### config.mk
export PLATFORM = sky130hd
export DESIGN_NAME = mssd_frame_tx_flat
export DESIGN_NICKNAME = d
export VERILOG_FILES = /design/src/rtl/mssd_frame_tx_if.sv /design/src/rtl/mssd_frame_tx.sv /design/src/flat_wrapper.sv
export SDC_FILE = /design/constraint.sdc
export NUM_CORES = 1
export LEC_CHECK = 0
export ABC_CLOCK_PERIOD_IN_PS = 1900
export BUFFER_PORTS_ARGS = -buffer_cell sky130_fd_sc_hd__buf_4
export CELL_PAD_IN_SITES_DETAIL_PLACEMENT = 1
export CELL_PAD_IN_SITES_GLOBAL_PLACEMENT = 2
export CORE_MARGIN = 10
export CORE_UTILIZATION = 32
export DETAILED_ROUTE_END_ITERATION = 6
export PLACE_DENSITY_LB_ADDON = 0.1
export SYNTH_ARGS = -nofsm -noshare
export SYNTH_HDL_FRONTEND = slang
export SYNTH_SLANG_ARGS = --single-unit
export TNS_END_PERCENT = 10
### constraint.sdc
create_clock -name clk -period 1.9 [get_ports clk]
set_clock_uncertainty 0.1 [all_clocks]
set_input_delay 0.19 -clock clk [delete_from_list [all_inputs] [get_ports clk]]
set_output_delay 0.19 -clock clk [all_outputs]
set_load 0.1 [all_outputs]
### src/rtl/mssd_frame_tx_if.sv
// Parallel request / serial status bundle for the MSSD frame transmitter.
// The master side issues transmit requests; the slave side (the transmitter)
// drives the serial line and the frame status flags.
interface mssd_frame_tx_if #(
  parameter int PORT_W = 2,
  parameter int CNT_W  = 4
);
  localparam int DATA_W = (1 << CNT_W) - 1;

  logic              start;
  logic [PORT_W-1:0] port;
  logic [CNT_W-1:0]  NumData;
  logic [DATA_W-1:0] data_in;
  logic              serOut;
  logic              busy;
  logic              ready;
  logic              done;

  modport master (
    output start, port, NumData, data_in,
    input  serOut, busy, ready, done
  );

  modport slave (
    input  start, port, NumData, data_in,
    output serOut, busy, ready, done
  );
endinterface

### src/rtl/mssd_frame_tx.sv
// MSSD serial frame transmitter: start bit, port field (MSB first), count
// field (MSB first), then NumData payload bits from data_in[NumData-1] down
// to data_in[0]. All bit timing advances only on clkEn edges.
module mssd_frame_tx #(
  parameter int PORT_W = 2,
  parameter int CNT_W  = 4
) (
  input  logic           clk,
  input  logic           rst,
  input  logic           clkEn,
  mssd_frame_tx_if.slave bus
);
  localparam int DATA_W = (1 << CNT_W) - 1;

  typedef enum logic [2:0] {IDLE, START, PORT, NUM, DATA} state_t;

  state_t              state_q;
  logic [PORT_W-1:0]   port_q;
  logic [CNT_W-1:0]    num_q;
  logic [CNT_W-1:0]    num_sh_q;
  logic [CNT_W-1:0]    cnt_q;
  logic [DATA_W-1:0]   data_q;
  logic                ser_q;
  logic                busy_q;
  logic                done_q;
  logic [CNT_W-1:0]    align_d;

  // Payload is left-aligned on accept so data_in[NumData-1] sits at the MSB
  // and the DATA state can simply shift out of the top bit.
  assign align_d = CNT_W'(DATA_W) - bus.NumData;

  // Frame sequencer: one bit per clkEn edge; done is a single-clk pulse.
  always_ff @(posedge clk) begin
    if (!rst) begin
      state_q  <= IDLE;
      port_q   <= '0;
      num_q    <= '0;
      num_sh_q <= '0;
      cnt_q    <= '0;
      data_q   <= '0;
      ser_q    <= 1'b1;
      busy_q   <= 1'b0;
      done_q   <= 1'b0;
    end else begin
      done_q <= 1'b0;
      if (clkEn) begin
        unique case (state_q)
          IDLE: begin
            ser_q <= 1'b1;
            if (bus.start) begin
              port_q   <= bus.port;
              num_q    <= bus.NumData;
              num_sh_q <= bus.NumData;
              data_q   <= bus.data_in << align_d;
              busy_q   <= 1'b1;
              ser_q    <= 1'b0;
              state_q  <= START;
            end
          end
          START: begin
            ser_q   <= port_q[PORT_W-1];
            port_q  <= port_q << 1;
            cnt_q   <= CNT_W'(PORT_W - 1);
            state_q <= PORT;
          end
          PORT: begin
            if (cnt_q == '0) begin
              ser_q    <= num_sh_q[CNT_W-1];
              num_sh_q <= num_sh_q << 1;
              cnt_q    <= CNT_W'(CNT_W - 1);
              state_q  <= NUM;
            end else begin
              ser_q  <= port_q[PORT_W-1];
              port_q <= port_q << 1;
              cnt_q  <= cnt_q - CNT_W'(1);
            end
          end
          NUM: begin
            if (cnt_q != '0) begin
              ser_q    <= num_sh_q[CNT_W-1];
              num_sh_q <= num_sh_q << 1;
              cnt_q    <= cnt_q - CNT_W'(1);
            end else if (num_q != '0) begin
              // Counter holds the number of payload bits still on the line,
              // including the one being driven now.
              cnt_q   <= num_q;
              ser_q   <= data_q[DATA_W-1];
              data_q  <= data_q << 1;
              state_q <= DATA;
            end else begin
              ser_q   <= 1'b1;
              busy_q  <= 1'b0;
              done_q  <= 1'b1;
              state_q <= IDLE;
            end
          end
          DATA: begin
            if (cnt_q == CNT_W'(1)) begin
              cnt_q   <= '0;
              ser_q   <= 1'b1;
              busy_q  <= 1'b0;
              done_q  <= 1'b1;
              state_q <= IDLE;
            end else begin
              cnt_q  <= cnt_q - CNT_W'(1);
              ser_q  <= data_q[DATA_W-1];
              data_q <= data_q << 1;
            end
          end
          default: state_q <= IDLE;
        endcase
      end
    end
  end

  assign bus.serOut = ser_q;
  assign bus.busy   = busy_q;
  assign bus.done   = done_q;
  assign bus.ready  = ~busy_q;
endmodule

### src/flat_wrapper.sv
// flat-port wrapper written by rule: the top's interface ports become plain ports
module mssd_frame_tx_flat 
#(
  parameter int PORT_W = 2,
  parameter int CNT_W  = 4
)
  (clk, rst, clkEn, bus_start, bus_port, bus_NumData, bus_data_in, bus_serOut, bus_busy, bus_ready, bus_done);
  mssd_frame_tx_if #(.PORT_W(PORT_W), .CNT_W(CNT_W)) bus_i ();
  input  logic clk;
  input  logic rst;
  input  logic clkEn;
  input wire logic [$bits(bus_i.start)-1:0] bus_start;
  input wire logic [$bits(bus_i.port)-1:0] bus_port;
  input wire logic [$bits(bus_i.NumData)-1:0] bus_NumData;
  input wire logic [$bits(bus_i.data_in)-1:0] bus_data_in;
  output wire logic [$bits(bus_i.serOut)-1:0] bus_serOut;
  output wire logic [$bits(bus_i.busy)-1:0] bus_busy;
  output wire logic [$bits(bus_i.ready)-1:0] bus_ready;
  output wire logic [$bits(bus_i.done)-1:0] bus_done;
  assign bus_i.start = bus_start;
  assign bus_i.port = bus_port;
  assign bus_i.NumData = bus_NumData;
  assign bus_i.data_in = bus_data_in;
  assign bus_serOut = bus_i.serOut;
  assign bus_busy = bus_i.busy;
  assign bus_ready = bus_i.ready;
  assign bus_done = bus_i.done;
  mssd_frame_tx #(.PORT_W(PORT_W), .CNT_W(CNT_W)) u_core (.clk(clk), .rst(rst), .clkEn(clkEn), .bus(bus_i));
endmodule
==> results of run 1 <==
critical path, delay by kind of cell (launching register included):
kind	cells	cell delay [ns]
fa+ha+maj	1	0.13
buf+inv	2	0.23
simple gates	3	0.75
compound gates	1	0.11
flops	1	0.33
mux	1	0.22
power breakdown:
part	internal [mW]	total (mW)	switching [mW]	leakage (nW)
combinational	0.317	0.680	0.363	0.964
sequential	0.790	0.834	0.0436	0.288
clock	0.262	0.580	0.317	0.0408
cell usage in the layout, fill, tap and decap left out, drive strengths merged, types with 5 or more instances in the layout:
master | Yosys | final
mux4 | 8 | 8
nor3 | 6 | 6
a22oi | 5 | 5
dfxtp | 35 | 35
clkbuf | 10 | 5
mux2 | 14 | 14
a21oi | 23 | 23
nor2 | 23 | 23
a32oi | 6 | 6
mux2i | 22 | 22
inv | 6 | 7
buf | 14 | 73
nand2 | 26 | 26
nand3 | 9 | 9
o21ai | 27 | 27
routing by layer:
layer / GRT usage, % / vias to the layer above / share of wire [%]
li1: - / 1206 / -
met5: 0 / - / 0
met3: 2.635 / 6 / 2.6
met1: 21.53 / 1192 / 51
met4: 2.672 / 0 / 0.69
met2: 23.72 / 39 / 45
per-stage QoR:
| stage | area [um2] | hold WS (ns) |
|---|---|---|
| after floorplan | 2477 | 0.2283 |
| after global placement | 2983 | 0.3462 |
| after detailed placement | 2983 | 0.3438 |
| after CTS | 3168 | 0.09528 |
| after global routing | 3211 | 0.1169 |
| final | 3211 | 0.09766 |
sequential cells by signal, summed over array words and instances (netlist names):
name,cells
u_core.data_q,15
u_core.cnt_q,4
u_core.num_q,4
u_core.num_sh_q,4
u_core.state_q,3
u_core.port_q,2
u_core.bus.busy,1
u_core.bus.done,1
u_core.bus.serOut,1
cell families after synthesis:
family          count (synthesis)  share of synthesized area, %
mux                            44                         22.67
compound gates                 87                         22.62
buf+inv                        30                         6.202
simple gates                   88                         18.30
xor+xnor                        2                        0.7119
flops                          35                         28.47
fa+ha+maj                       2                         1.017
final timing paths:
kind,startpoint,endpoint,slack (ns)
setup / recovery,u_core.cnt_q[1]$_SDFFE_PN0P_,u_core.num_sh_q[3]$_SDFFE_PN0P_,-0.1
hold / removal,bus_port[0],u_core.port_q[0]$_SDFFE_PN0P_,0.1
setup reg to reg,u_core.cnt_q[1]$_SDFFE_PN0P_,u_core.num_sh_q[3]$_SDFFE_PN0P_,-0.1
hold reg to reg,u_core.port_q[0]$_SDFFE_PN0P_,u_core.port_q[0]$_SDFFE_PN0P_,0.36
cell type report:
cell class              count  area [um2]
inverters                   6       22.52
repair buffers             73       551.8
flip-flops and latches     35       705.7
fillers                   889        4159
multi-input cells         225        1714
clock inverters             3       23.77
well taps                  99       123.9
clock buffers               5       68.82
repair_timing:
action,in CTS,in global routing
buffers inserted,4,0
pin swaps,6,8
resized for setup,16,19
cloned,2,0
hold buffers,0,0
setup endpoints to repair,28,35
endpoints found under the hold margin,0,0
==> flow_summary_export.csv, run 1 <==
group,metric,value,unit
status,status,"finished with violations",
status,violations,"negative setup slack",
placement,dp.cells,432,
global_route,grt_pass1_vias,2652,
sta,setup_viol,16,
layout,synthToLayoutAreaGrowth,30.45,%
yosys,synth_common_cells,"dfxtp_1, o21ai_0, nand2_1",
layout,fin_nets,373,
clock_network,numCtsBuffers,5,
global_route,grt_pass1_wl,14320,um
setup_path,critPathCaptureType,"flop",
setup_path,rr_worst_depth,8,
layout,final_cells,446,
pwr,power,2.093,mW
die,core,7370,um2
sta,rsz0062_at_grt,"true",
sta,fin_tns_setup,-0.6024,ns
route,route.detailed.drc,0,
yosys,synthFlopType,"dfxtp_1",
sta,relSlewSlack,36.80,%
sta,min_period_over_period,105.1,%
yosys,yosys_warnings,0,
setup_path,path_cells,"inv_2 > ha_4 > or3b_4 > buf_6 > a21oi_4 > nand3b_1 > mux2i_1 > nor2_1",
yosys,yosysUniqueCellTypes,56,
route,wl_per_cell,18.94,um
setup_path,worst_path_max_delay_cell,"or3b_4",
global_route,grt_max_degree,22,
yosys,syn_nets,315,
setup_path,startpoint_type,"flop",
yosys,syn_area,2461,um2
setup_path,worstSetupPathType,"flop to flop",
yosys,netlist_instances,288,
yosys,async_flop_share,0,%
placement,pre_cts_slack,-0.2164,ns
layout,post-route-util,43.57,%
clock_network,cts_root_buf,"clkbuf_8",
route,vias,2443,
clock_network,cts.htree.levels,2,
clock_network,cts_tree,"yes",
placement,io_buffer_count,28,
die,num_rows,31,
sta,maxSlewViolCount,0,
die,dieWidth,107.7,um
pwr,p_leak,1.293,nW
yosys,yosysMostFrequentCell,"dfxtp_1",
sta,worst_slack,-0.09756,ns
yosys,ys_seq_area_share,28.47,%
die,ioPinCount,29,
yosys,ys_seq_elements,35,
sta,timing_hold_violations_final,0,
job,cap_violations,0,
sta,max_freq,500.6,MHz
sta,tightest_slew,0.9401,ns
die,die-area,11600,um2
route,drt.antenna.violating_nets,0,
die,start_util,33.40,%
clock_network,clockBufferDepth,2,
pwr,power_density,652.0,nW/um2
clock_network,clk_pin_slew_worst_paths,0.08,ns
layout,drive_above_1_share,38.04,%
global_route,grt_remaining_overflow,0,
route,dr.pass1.iters,4,
yosys,synth_area_leader_cell,"dfxtp_1",
clock_network,worst_skew_pair.late_latency,0.30,ns
yosys,yosysTopAreaCellShare,28.47,%
placement,dpl.hpwl,6174,um
hold_path,min_path_type,"input pin to flop",
route,wl,8448,um
clock_network,numClockSinks,35,
yosys,synth_area_leaders,"dfxtp_1, mux2i_1, mux4_2",
die,die_h,107.7,um
layout,n_antenna_cell,0,
setup_path,crit_required,1.98,ns
route,drt_iter0_drc,129,
placement,routabilityCongestion,0.8209,
yosys,synth-edff-count,0,
global_route,grtUsageTotal,15.24,%
setup_path,critPathMaxStageDelay,0.42,ns
hold_path,whs_path_depth,3,
sta,period_needed,1.998,ns
route,viasPerCell,5.478,
setup_path,crit_arrival,2.08,ns
global_route,antenna_found_initial,0,
setup_path,cp_max_fo,4,
yosys,synth.avg_cell_area,8.546,um2
pwr,ir_drop,388.8,uV
(Power assumes the default switching activity.)
==> run 2: changes to the inputs <==
Settings changed: ABC_CLOCK_PERIOD_IN_PS 1900 to 1880, CORE_UTILIZATION 32 to 35.
Clock period 1.9 ns to 1.88 ns, I/O delays scaled along.
==> flow_summary_export.csv, run 2 (same netlist as run 1, synthesis figures left out) <==
group,metric,value,unit
clock_network,clockBufferDepth,2,
placement,io_buffer_count,28,
die,die_h,103.9,um
layout,largest_reg_flops,15,
clock_network,worst_skew_pair.late_latency,0.30,ns
global_route,grt_max_degree,22,
route,wl,8480,um
sta,maxSlewViolCount,0,
sta,max_freq,503.6,MHz
pwr,p_switching,0.7191,mW
layout,regMostFlops,"u_core.data_q",
pwr,power,2.373,mW
layout,final_common_cell,"buf_4",
die,core,6832,um2
pwr,p_sw_share,30.31,%
layout,post-route-util,48.00,%
route,dr.pass1.iters,4,
layout,fillers,833,
setup_path,crit_arrival,2.06,ns
layout,n_antenna_cell,0,
route,drt.antenna.violating_nets,0,
setup_path,critPathCaptureType,"flop",
die,start_util,36.03,%
die,ioPinCount,29,
status,status,"finished with violations",
setup_path,startpoint_type,"flop",
placement,routabilityCongestion,0.8104,
layout,final_cell_mix,"buf_4, dfxtp_1, nand2_1",
placement,dpl.hpwl,6099,um
hold_path,min_path_type,"input pin to flop",
setup_path,crit_required,1.95,ns
job,cap_violations,0,
sta,rsz0062_at_grt,"true",
setup_path,regToRegSetupSlack,-0.11,ns
clock_network,clk_pin_slew_worst_paths,0.08,ns
pwr,p_int,1.653,mW
route,vias,2468,
sta,timing_hold_violations_final,0,
layout,seqCellArea,709.4,um2
global_route,grt_remaining_overflow,0,
die,dieWidth,103.9,um
global_route,antenna_found_initial,0,
setup_path,critPathMaxStageDelay,0.41,ns
pwr,pwr-share-clk,35.3,%
global_route,grt_pass1_vias,2714,
sta,tightest_slew,0.5846,ns
setup_path,path_cells,"inv_4 > ha_4 > or3b_4 > o22ai_4 > and4_4 > mux2i_1 > nor2_1",
global_route,grt_pass1_wl,14100,um
pwr,p_seq_share,35.5,%
sta,worst_slack,-0.1057,ns
global_route,grtUsageTotal,15.72,%
status,violations,"negative setup slack",
route,viasPerCell,5.596,
setup_path,worstSetupPathType,"flop to flop",
pwr,power_density,723.5,nW/um2
setup_path,cp_max_fo,8,
sta,min_period_over_period,105.6,%
layout,multi_input_area,1747,um2
die,num_rows,30,
layout,fin_nets,371,
pwr,p_leak,1.315,nW
clock_network,cts_root_buf,"clkbuf_8",
sta,period_needed,1.986,ns
route,wl_per_cell,19.23,um
sta,setup_viol,22,
setup_path,worst_path_max_delay_cell,"or3b_4",
layout,drive_above_1_share,39.13,%
clock_network,cts_tree,"yes",
pwr,p_comb_share,29.2,%
pwr,ir_drop,386.3,uV
layout,synthToLayoutAreaGrowth,33.25,%
clock_network,cts.htree.levels,2,
clock_network,numCtsBuffers,5,
sta,fin_hold_ws,0.08462,ns
route,route.detailed.drc,0,
sta,relSlewSlack,60.73,%
die,die-area,10790,um2
route,drt_iter0_drc,59,
clock_network,numClockSinks,35,
## run 2: per-layer routing
metal | wire length, um | up-vias | track usage (%)
li1 | - | 1201 | -
met1 | 3625 | 1222 | 18.78
met2 | 4490 | 35 | 27.66
met3 | 229 | 10 | 3.036
met4 | 134 | 0 | 4.672
met5 | 0 | - | 0
## run 2: worst max-delay path: cells and delay by family (launching register included)
| family | cells | cell delay (ns) |
|---|---|---|
| simple gates | 3 | 0.81 |
| flops | 1 | 0.37 |
| mux | 1 | 0.24 |
| compound gates | 1 | 0.15 |
| fa+ha+maj | 1 | 0.12 |
| buf+inv | 1 | 0.06 |
## run 2: cell type report
| type | count | area share (%) |
|---|---|---|
| timing repair buffer | 70 | 16.63 |
| clock buffer | 6 | 2.213 |
| sequential | 35 | 21.63 |
| multi-input combinational | 226 | 53.26 |
| tap | 96 | 3.663 |
| clock inverter | 2 | 1.831 |
| inverter | 6 | 0.7631 |
## run 2: worst paths after layout
kind,start,to,cells after the start
setup / recovery,u_core.cnt_q[0]$_SDFFE_PN0P_,u_core.data_q[0]$_SDFFE_PN0P_,7
hold / removal,bus_port[0],u_core.port_q[0]$_SDFFE_PN0P_,3
setup reg to reg,u_core.cnt_q[0]$_SDFFE_PN0P_,u_core.data_q[0]$_SDFFE_PN0P_,7
hold reg to reg,u_core.data_q[8]$_SDFFE_PN0P_,u_core.data_q[9]$_SDFFE_PN0P_,2
## run 2: timing repair
action	CTS	global route
pin swaps	5	12
setup buffers	1	4
cloned	3	0
hold buffers	0	0
setup endpoints to repair	27	31
resized for setup	15	30
## run 2: power by group through the flow
stage	sequential (mW)	combinational [mW]	clock, mW
after global routing	0.849	0.754	0.890
after floorplan	0.865	0.396	0
after CTS	0.838	0.663	0.852
after detailed placement	0.854	0.619	0
after global placement	0.852	0.612	0
final	0.842	0.692	0.838
## run 2: through the flow
stage / area, um2 / instances / setup slack, ns / setup TNS [ns]
floorplan: 2477 / 288 / -0.05501 / -0.3970
global placement: 2962 / 425 / -0.1525 / -2.450
detailed placement: 2962 / 425 / -0.2555 / -3.726
CTS: 3181 / 437 / -0.1113 / -1.401
global route: 3279 / 441 / -0.1996 / -3.018
finish: 3279 / 441 / -0.1057 / -0.6724
